--- src/rtl/timer_pkg.sv ---
// Shared register map, CON bit layout and mode encoding for the timer bank.
// Latency: n/a (declarations only).
// Backpressure: n/a.
package timer_pkg;

  // Per-channel register offsets within a 16-byte channel slot
  localparam logic [3:0]  OFF_TH      = 4'h0;
  localparam logic [3:0]  OFF_TL      = 4'h4;
  localparam logic [3:0]  OFF_CON     = 4'h8;
  // Systick lives past the channel slots, relative to the window base
  localparam logic [31:0] OFF_SYSTICK = 32'h0000_0100;

  // CON register layout
  localparam int CON_W    = 4;
  localparam int CON_EN   = 0;
  localparam int CON_IEN  = 1;
  localparam int CON_STS  = 2;
  localparam int CON_MODE = 3;

  typedef enum logic {
    MODE_ONESHOT  = 1'b0,
    MODE_PERIODIC = 1'b1
  } mode_e;

  // Field order matches the CON bit positions above (MSB first)
  typedef struct packed {
    mode_e mode;
    logic  sts;
    logic  ien;
    logic  en;
  } con_t;

endpackage

--- src/rtl/timer_channel.sv ---
// One timer channel: TH reload, TL up-counter, CON control/status, overflow detect.
// Latency: register writes and counting take effect at the next rising edge; irq_req is combinational from state.
// Backpressure: none; a write is accepted every cycle it is strobed.
module timer_channel
  import timer_pkg::*;
#(
  parameter int WIDTH = 32
) (
  input  logic             clk,
  input  logic             reset,
  input  logic             wr_th,
  input  logic             wr_tl,
  input  logic             wr_con,
  input  logic [WIDTH-1:0] wdata,
  input  logic [CON_W-1:0] wcon,
  output logic [WIDTH-1:0] th,
  output logic [WIDTH-1:0] tl,
  output logic [CON_W-1:0] con,
  output logic             irq_req
);

  localparam logic [WIDTH-1:0] TL_MAX = {WIDTH{1'b1}};
  localparam logic [WIDTH-1:0] TL_ONE = {{(WIDTH-1){1'b0}}, 1'b1};

  con_t con_q;
  logic ovf;

  // A bus write to TL in the overflow cycle cancels that overflow entirely:
  // no reload, no STS set, no one-shot disable.
  assign ovf     = con_q.en && (tl == TL_MAX) && !wr_tl;
  assign con     = con_q;
  assign irq_req = con_q.sts & con_q.ien;

  // Reload value; only sampled into TL at the next overflow
  always_ff @(posedge clk or posedge reset) begin
    if (reset)      th <= '0;
    else if (wr_th) th <= wdata;
  end

  // Count register: bus write beats reload beats increment
  always_ff @(posedge clk or posedge reset) begin
    if (reset)         tl <= '0;
    else if (wr_tl)    tl <= wdata;
    else if (ovf)      tl <= th;
    else if (con_q.en) tl <= tl + TL_ONE;
  end

  // Control bits follow bus writes; STS set by overflow wins over a W1C clear
  always_ff @(posedge clk or posedge reset) begin
    if (reset) begin
      con_q <= '0;
    end else begin
      if (wr_con) begin
        con_q.en   <= wcon[CON_EN];
        con_q.ien  <= wcon[CON_IEN];
        con_q.mode <= mode_e'(wcon[CON_MODE]);
      end else if (ovf && con_q.mode == MODE_ONESHOT) begin
        con_q.en   <= 1'b0;
      end
      if (ovf)                         con_q.sts <= 1'b1;
      else if (wr_con && wcon[CON_STS]) con_q.sts <= 1'b0;
    end
  end

endmodule

--- src/rtl/timer_bank.sv ---
// Bank of N_CH memory-mapped timers plus a free-running Systick, with a shared level irq.
// Latency: reads combinational in the MemRead cycle; writes land on the next rising edge.
// Backpressure: none; one read and/or one write accepted every cycle.
module timer_bank
  import timer_pkg::*;
#(
  parameter int          N_CH      = 2,
  parameter int          WIDTH     = 32,
  parameter logic [31:0] BASE_ADDR = 32'h4000_0000
) (
  input  logic        clk,
  input  logic        reset,
  input  logic        MemRead,
  input  logic        MemWrite,
  input  logic [31:0] Address,
  input  logic [31:0] Write_data,
  output logic [31:0] Read_data,
  output logic        irq,
  output logic [31:0] Systick
);

  logic [31:0]      off;
  logic [27:0]      ch_idx;
  logic [3:0]       reg_off;
  logic             sys_hit;
  logic             unused_addr_lsb;
  logic [WIDTH-1:0] th_q  [N_CH];
  logic [WIDTH-1:0] tl_q  [N_CH];
  logic [CON_W-1:0] con_q [N_CH];
  logic [N_CH-1:0]  irq_v;

  // Decode relative to the window base; byte-lane bits are ignored
  assign off             = Address - BASE_ADDR;
  assign ch_idx          = off[31:4];
  assign reg_off         = {off[3:2], 2'b00};
  assign sys_hit         = ({off[31:2], 2'b00} == OFF_SYSTICK);
  assign unused_addr_lsb = ^off[1:0];

  for (genvar c = 0; c < N_CH; c++) begin : g_ch
    logic sel;
    assign sel = MemWrite && (ch_idx == 28'(c));

    timer_channel #(.WIDTH(WIDTH)) u_ch (
      .clk     (clk),
      .reset   (reset),
      .wr_th   (sel && (reg_off == OFF_TH)),
      .wr_tl   (sel && (reg_off == OFF_TL)),
      .wr_con  (sel && (reg_off == OFF_CON)),
      .wdata   (Write_data[WIDTH-1:0]),
      .wcon    (Write_data[CON_W-1:0]),
      .th      (th_q[c]),
      .tl      (tl_q[c]),
      .con     (con_q[c]),
      .irq_req (irq_v[c])
    );
  end

  // Read mux: zero unless strobed and mapped; registers are zero-extended
  always_comb begin
    Read_data = '0;
    if (MemRead) begin
      if (sys_hit) Read_data = Systick;
      for (int c = 0; c < N_CH; c++) begin
        if (ch_idx == 28'(c)) begin
          case (reg_off)
            OFF_TH:  Read_data[WIDTH-1:0] = th_q[c];
            OFF_TL:  Read_data[WIDTH-1:0] = tl_q[c];
            OFF_CON: Read_data[CON_W-1:0] = con_q[c];
            default: ;
          endcase
        end
      end
    end
  end

  // Free-running cycle counter, wraps naturally at 2^32
  always_ff @(posedge clk or posedge reset) begin
    if (reset) Systick <= '0;
    else       Systick <= Systick + 32'd1;
  end

  assign irq = |irq_v;

endmodule
--- config.mk ---
export PLATFORM = sky130hd
export DESIGN_NAME = timer_bank
export DESIGN_NICKNAME = d
export VERILOG_FILES = /design/src/rtl/timer_pkg.sv /design/src/rtl/timer_channel.sv /design/src/rtl/timer_bank.sv
export SDC_FILE = /design/constraint.sdc
export NUM_CORES = 1
export LEC_CHECK = 0
export ABC_AREA = 1
export CAP_MARGIN = 20
export CORE_ASPECT_RATIO = 1.4
export CORE_UTILIZATION = 45
export DETAILED_ROUTE_END_ITERATION = 16
export GPL_ROUTABILITY_DRIVEN = 0
export PLACE_DENSITY_LB_ADDON = 0.2
export REMOVE_ABC_BUFFERS = 1
export SYNTH_ARGS = -nofsm -noshare
export SYNTH_HDL_FRONTEND = slang
export SYNTH_SLANG_ARGS = --single-unit
--- constraint.sdc ---
create_clock -name clk -period 8.8 [get_ports clk]
set_input_delay 1.76 -clock clk [delete_from_list [all_inputs] [get_ports clk]]
set_output_delay 1.76 -clock clk [all_outputs]
set_load 0.005 [all_outputs]
==> out/results.tsv, run 1 <==
stage	metric	value	unit
global_route	GR Overflow Total	0	
detailed_routing	DR WL/cell	18.6	um
critical_path	CP delay by family, top	simple AND/OR/NAND/NOR gates	
worst_hold_path	worst hold path type	register to register	
critical_path	CP Launch Type	input pin	
critical_path	crit path buf inv count	3	
placed_design	HPWL Detailed	31.1	mm
timing	Worst slew margin	0.313	
clocking	clk sinks	168	
cells_and_area	final core utilization	0.542	
critical_path	crit path capture type	output port	
power	PwrDens	118	nW/um2
synth	Synth area leader	dfrtp_1	
timing	final period utilization	0.774	
timing	Clock Skew	0.00886	ns
critical_path	critical path, cell by cell	clkdlybuf4s50_1 > nor2_2 > inv_2 > nor2_1 > nand3_1 > nor2_4 > nand3_1 > nand2_1 > nand2_1 > a21oi_1 > clkdlybuf4s50_1	
timing	worst slew pin tran	1.03	ns
clocking	hold-fix buffer count after cts	0	
critical_path	Worst Path Max Fanout	28	
floorplan	Initial Util	0.460	
detailed_routing	vias per std cell	5.68	
worst_hold_path	worst hold path startpoint	g_ch[1].u_ch.con[1]$_DFFE_PP0P_	
timing	RSZ-0062 raised after global routing	no	
detailed_routing	post-route antenna net violation count	0	
synth	Synth cell types	36	
detailed_routing	DRC violations left	0	
power	worst vdd ir	0.000143	V
critical_path	r2r setup slk	5.94	ns
global_route	largest net degree at the start of global routing	92	
cells_and_area	# diodes	0	
synth	FF+latch count, synth	168	
critical_path	master of the slowest instance on the critical path	nor2_2	
synth	Post-Synthesis Cell Area	12100	um2
synth	register area share after synthesis	0.348	
timing	setup violators final	0	
cells_and_area	Final #Nets	2076	
detailed_routing	Iteration-0 DRC Markers	1323	
synth	dominant cells by area after synthesis	dfrtp_1 35%, nand2_1 21%, nor2_1 7.8%	
global_route	gr usage total	0.327	
floorplan	die width	140	um
cells_and_area	area grow syn2layout	17.8	%
floorplan	Die Ht	196	um
clocking	clk slew on worst S/H paths	0.07	ns
floorplan	die area	27500	um2
detailed_routing	vias post-DR	13300	
critical_path	WS Path Type	input pin to output port	
clocking	H-Tree Depth	4	
timing	Max Clock Freq	147	MHz
detailed_routing	DR pass1 iterations	6	
power	LEAKAGE	0.00709	uW
critical_path	Req. time, crit path	7.04	ns
critical_path	critical path arrival	5.05	ns
flow_run	Max Cap Viol	0	
critical_path	reg2reg end	g_ch[1].u_ch.tl[24]$_DFFE_PP0P_	
timing	TNS Setup	0	ns
clocking	clock buffer count from CTS	17	
global_route	vias in the first global route	12900	
placed_design	placed cell area	13600	um2
clocking	post-cts sizing count	0	
critical_path	FF-to-FF Start	g_ch[1].u_ch.tl[1]$_DFFE_PP0P_	
timing	minimum clock period	6.81	ns
clocking	Root Buffer	clkbuf_16	
global_route	initial antenna violation count	0	
detailed_routing	Total Routed Length	43.6	mm
floorplan	io pins	133	
cells_and_area	Design Area, Final	14200	um2
timing	Hold Vio Cnt, Final	0	
clocking	later-pin clock latency in the skew report	0.45	ns
critical_path	R2R depth	10	
floorplan	row count	70	
worst_hold_path	Worst Hold Path EP	g_ch[1].u_ch.con[1]$_DFFE_PP0P_	
worst_hold_path	hold depth	2	
clocking	Max clock buf depth	2	
placed_design	number of port buffers	130	
synth	Yosys warnings	0	
cells_and_area	share of cells above drive strength 1	0.0411	
clocking	CTS tree	yes	
run_status	outcome	finished, final reports clean	
clocking	Post-CTS Setup Bufs	0	
synth	Synth top area share	0.348	
critical_path	Max stage delay on crit path	0.78	ns
timing	Pins Over Slew Limit	0	
global_route	global-route wire length before repair	69.4	mm
synth	Post-Syn Area per Cell	6.28	um2
floorplan	area of the core	26300	um2
synth	synthesized instance count	1923	
## layout by cell type, fill, tap and decap left out, types with 2 or more instances in the layout
cell type and count:
nand2_1 666, nor2_1 251, inv_1 192, dfrtp_1 168
nand3_1 167, clkdlybuf4s50_1 129, nand4_1 58, o21ai_0 54
xor2_1 47, o22ai_1 46, a21oi_1 45, o21ai_1 35
nor3_1 26, xnor2_1 26, clkbuf_16 17, buf_4 15
nand3b_1 7, nand2_2 6, nor2_2 6, inv_2 6
inv_6 6, nand3_2 5, nor4_1 4, nor2_4 3
o211ai_1 3, and3_1 3, ha_1 3, clkinv_4 3
buf_16 3, nor3_4 2, a221oi_1 2, or2_2 2
clkinvlp_4 2, bufinv_16 2
## state kept, by name, indices dropped and copies added, names as in the netlist
signal / flops
g_ch.u_ch.th: 64
g_ch.u_ch.con: 8
Systick: 32
g_ch.u_ch.tl: 64
## worst max path at each step
| stage | start | to | slack (ns) | cells after the start |
|---|---|---|---|---|
| 2_1_floorplan | reset | Systick[0]$_DFF_PP0_ | 2.49 | 1 |
| 3_3_place_gp | Address[3] | Read_data[11] | 2.12 | 11 |
| 3_5_place_dp | Address[3] | Read_data[11] | 2.09 | 11 |
| 4_1_cts | Address[3] | Read_data[11] | 2.08 | 11 |
| 5_1_grt | Address[2] | Read_data[20] | 1.76 | 11 |
| 6_report | Address[3] | Read_data[20] | 1.99 | 11 |
## synthesized netlist by cell type, drive strengths merged
| library cell | instances |
|---|---|
| nand2 | 672 |
| nor2 | 260 |
| inv | 199 |
| nand3 | 172 |
| dfrtp | 168 |
| o21ai | 89 |
| nand4 | 58 |
| clkbuf | 52 |
| xor2 | 47 |
| o22ai | 46 |
| a21oi | 45 |
| buf | 33 |
| nor3 | 28 |
| xnor2 | 26 |
| nand3b | 8 |
| nor4 | 4 |
| and3 | 3 |
| ha | 3 |
| o211ai | 3 |
| a221oi | 2 |
| or2 | 2 |
| a21boi | 1 |
| and2 | 1 |
| clkinv | 1 |
## cells by family (layout without fill, tap and decap cells)
group / count (synthesis) / in the layout / synth area share
fa+ha+maj: 3 / 3 / 0.00311
xor+xnor: 73 / 73 / 0.0529
compound gates: 186 / 186 / 0.0833
flops: 168 / 168 / 0.348
simple gates: 1208 / 1208 / 0.421
buf+inv: 285 / 380 / 0.0920
## layout make-up
type                            instances  area (um2)
Clock inverter                         14         161
Clock buffer                           18         439
Timing Repair Buffer                  148        1490
Inverter                              200         756
Fill cell                            2675       12000
Tap cell                              324         405
Sequential cell                       168        4200
Multi-Input combinational cell       1470        6770
## metrics by stage
step	std cells	setup WS [ns]	hold WS [ns]	total power, uW
2_1_floorplan	1838	2.49	0.453	832
3_5_place_dp	2308	2.09	0.473	899
6_report	2342	1.99	0.489	1680
4_1_cts	2340	2.08	0.490	1690
3_3_place_gp	2307	2.12	0.472	899
5_1_grt	2342	1.76	0.503	1730
## worst reg2reg max path: stages, from the launching register on
cell and delay [ns]:
dfrtp_1 0.45, ha_1 0.22, nand2_1 0.11, nor2_2 0.42, nand3b_2 0.23, nor2_4 0.20, nand3_2 0.59, nor2_1 0.30
nor2_1 0.09, nand2_1 0.09, nand2_1 0.05
## routing by layer
metal | GRT usage | up-vias | share of wire
li1 | - | 6313 | -
met1 | 0.396 | 6134 | 0.39
met2 | 0.542 | 698 | 0.47
met3 | 0.0493 | 157 | 0.076
met4 | 0.214 | 0 | 0.061
met5 | 0 | - | 0
## where the power goes
group	total (uW)	internal [uW]	switching (uW)
combinational	116	40.6	75.3
sequential	772	772	0.0000386
clock	794	433	361
(Power assumes the default switching activity.)
==> inputs of run 2 (changes only) <==
==> constraint.sdc (replaced) <==
create_clock -name clk -period 6.4 [get_ports clk]
set_input_delay 1.28 -clock clk [delete_from_list [all_inputs] [get_ports clk]]
set_output_delay 1.28 -clock clk [all_outputs]
set_load 0.005 [all_outputs]
==> out/results.tsv, run 2 (synthesized netlist as in run 1, its figures left out) <==
stage	metric	value	unit
timing	Hold Vio Cnt, Final	0	
clocking	clock buffer count from CTS	17	
critical_path	CP delay by family, top	buffers and inverters	
cells_and_area	Fillers	2634	
timing	RSZ-0062 raised after global routing	no	
cells_and_area	share of cells above drive strength 1	0.0411	
worst_hold_path	worst hold path type	register to register	
timing	worst slew pin tran	0.920	ns
clocking	Root Buffer	clkbuf_16	
cells_and_area	Largest regs	g_ch.u_ch.th (64), g_ch.u_ch.tl (64), Systick (32)	
critical_path	CP Launch Point	Address[2]	
floorplan	die width	140	um
global_route	largest net degree at the start of global routing	82	
floorplan	die area	27500	um2
floorplan	Initial Util	0.460	
detailed_routing	Iteration-0 DRC Markers	1183	
clocking	clk slew on worst S/H paths	0.06	ns
floorplan	io pins	133	
timing	Hold Slack	0.484	ns
detailed_routing	post-route antenna net violation count	0	
floorplan	area of the core	26300	um2
placed_design	placed cell area	13600	um2
flow_run	Max Cap Viol	0	
detailed_routing	DR WL/cell	18.3	um
power	PwrDens	157	nW/um2
placed_design	number of port buffers	130	
floorplan	Die Ht	196	um
detailed_routing	vias post-DR	13200	
worst_hold_path	worst hold path startpoint	g_ch[1].u_ch.con[1]$_DFFE_PP0P_	
power	worst vdd ir	0.000185	V
clocking	CTS tree	yes	
power	LEAKAGE	0.00707	uW
timing	Worst slew margin	0.386	
critical_path	Worst Path Max Fanout	39	
cells_and_area	most common cell after layout, fill and taps aside	nand2_1	
placed_design	Setup Slack @ Placement	0.928	ns
timing	Max Clock Freq	181	MHz
timing	fin worst setup slack	0.876	ns
clocking	H-Tree Depth	4	
timing	Clock Skew	0.0125	ns
cells_and_area	area occupied by registers	4200	um2
cells_and_area	Final #Nets	2077	
critical_path	crit path buf inv count	5	
global_route	gr usage total	0.321	
clocking	later-pin clock latency in the skew report	0.45	ns
critical_path	most used cell, CP	nand2_1	
detailed_routing	vias per std cell	5.63	
critical_path	crit path capture type	output port	
critical_path	critical path arrival	4.24	ns
cells_and_area	area grow syn2layout	17.2	%
detailed_routing	Total Routed Length	42.8	mm
cells_and_area	Design Area, Final	14200	um2
timing	minimum clock period	5.52	ns
timing	setup violators final	0	
clocking	hold-fix buffer count after cts	0	
timing	final period utilization	0.863	
critical_path	FF-to-FF Start	g_ch[0].u_ch.tl[1]$_DFFE_PP0P_	
timing	Pins Over Slew Limit	0	
cells_and_area	most frequent cells in the layout	666 x nand2_1, 251 x nor2_1, 192 x inv_1	
critical_path	CP Launch Type	input pin	
floorplan	row count	70	
critical_path	Max stage delay on crit path	0.77	ns
global_route	GR Overflow Total	0	
detailed_routing	DRC violations left	0	
global_route	vias in the first global route	12500	
cells_and_area	Multi-input gate area	6770	um2
critical_path	master of the slowest instance on the critical path	inv_2	
critical_path	WS Path Type	input pin to output port	
timing	TNS Setup	0	ns
clocking	clk sinks	168	
detailed_routing	DR pass1 iterations	6	
run_status	outcome	finished, final reports clean	
global_route	global-route wire length before repair	67.7	mm
critical_path	Req. time, crit path	5.12	ns
clocking	Post-CTS Setup Bufs	0	
critical_path	critical path, cell by cell	clkdlybuf4s50_1 > nand2_1 > inv_2 > nand2_1 > o21ai_0 > a21oi_1 > nand3_1 > nand2_1 > inv_1 > nand2_1 > inv_1 > clkdlybuf4s50_1	
clocking	Max clock buf depth	2	
clocking	post-cts sizing count	0	
cells_and_area	# diodes	0	
placed_design	HPWL Detailed	31.5	mm
global_route	initial antenna violation count	0	
-- run 2: worst reg2reg max path: cells and delay by family (launching register included) --
family,cells,cell delay [ns]
buffers and inverters,1,0.18
adder cells (fa/ha/maj),1,0.21
flip-flops,1,0.43
AND/OR/NAND/NOR,9,1.79
-- run 2: path summary, 6_finish.rpt --
check,endpoint,slack (ns),cells past startpoint
worst max-delay path,Read_data[3],0.88,12
worst min-delay path,g_ch[1].u_ch.con[1]$_DFFE_PP0P_,0.48,2
worst max register to register,g_ch[0].u_ch.tl[26]$_DFFE_PP0P_,3.72,11
worst min register to register,g_ch[1].u_ch.con[1]$_DFFE_PP0P_,0.48,2
max in group asynchronous,g_ch[0].u_ch.tl[31]$_DFFE_PP0P_,3.88,3
min in group asynchronous,Systick[0]$_DFF_PP0_,1.35,2
-- run 2: per-layer routing --
layer  GRT usage  routed length [um]  vias up
met5           0                   0        -
met4       0.184                2360        0
met3      0.0444                3200      132
met2       0.540               20300      621
met1       0.395               16900     6143
li1            -                   -     6303
-- run 2: area by class of cell --
cell class	instances	area share
inverters	200	0.0534
clock buffers	20	0.0323
flip-flops and latches	168	0.297
well taps	324	0.0286
clock inverters	12	0.00654
multi-input cells	1470	0.478
repair buffers	149	0.104
-- run 2: per-stage QoR --
stage	cells	utilization	power, uW
2_1_floorplan	1838	-	1140
3_3_place_gp	2310	0.517	1240
3_5_place_dp	2311	0.518	1240
4_1_cts	2343	0.539	2220
5_1_grt	2343	0.539	2280
6_report	2343	0.539	2220
-- run 2: report_power, final --
group	switching (uW)	leakage (uW)	internal, uW
Sequential	0.0000503	0.00232	1060
Combinational	104	0.00448	56.1
Clock	473	0.000271	522
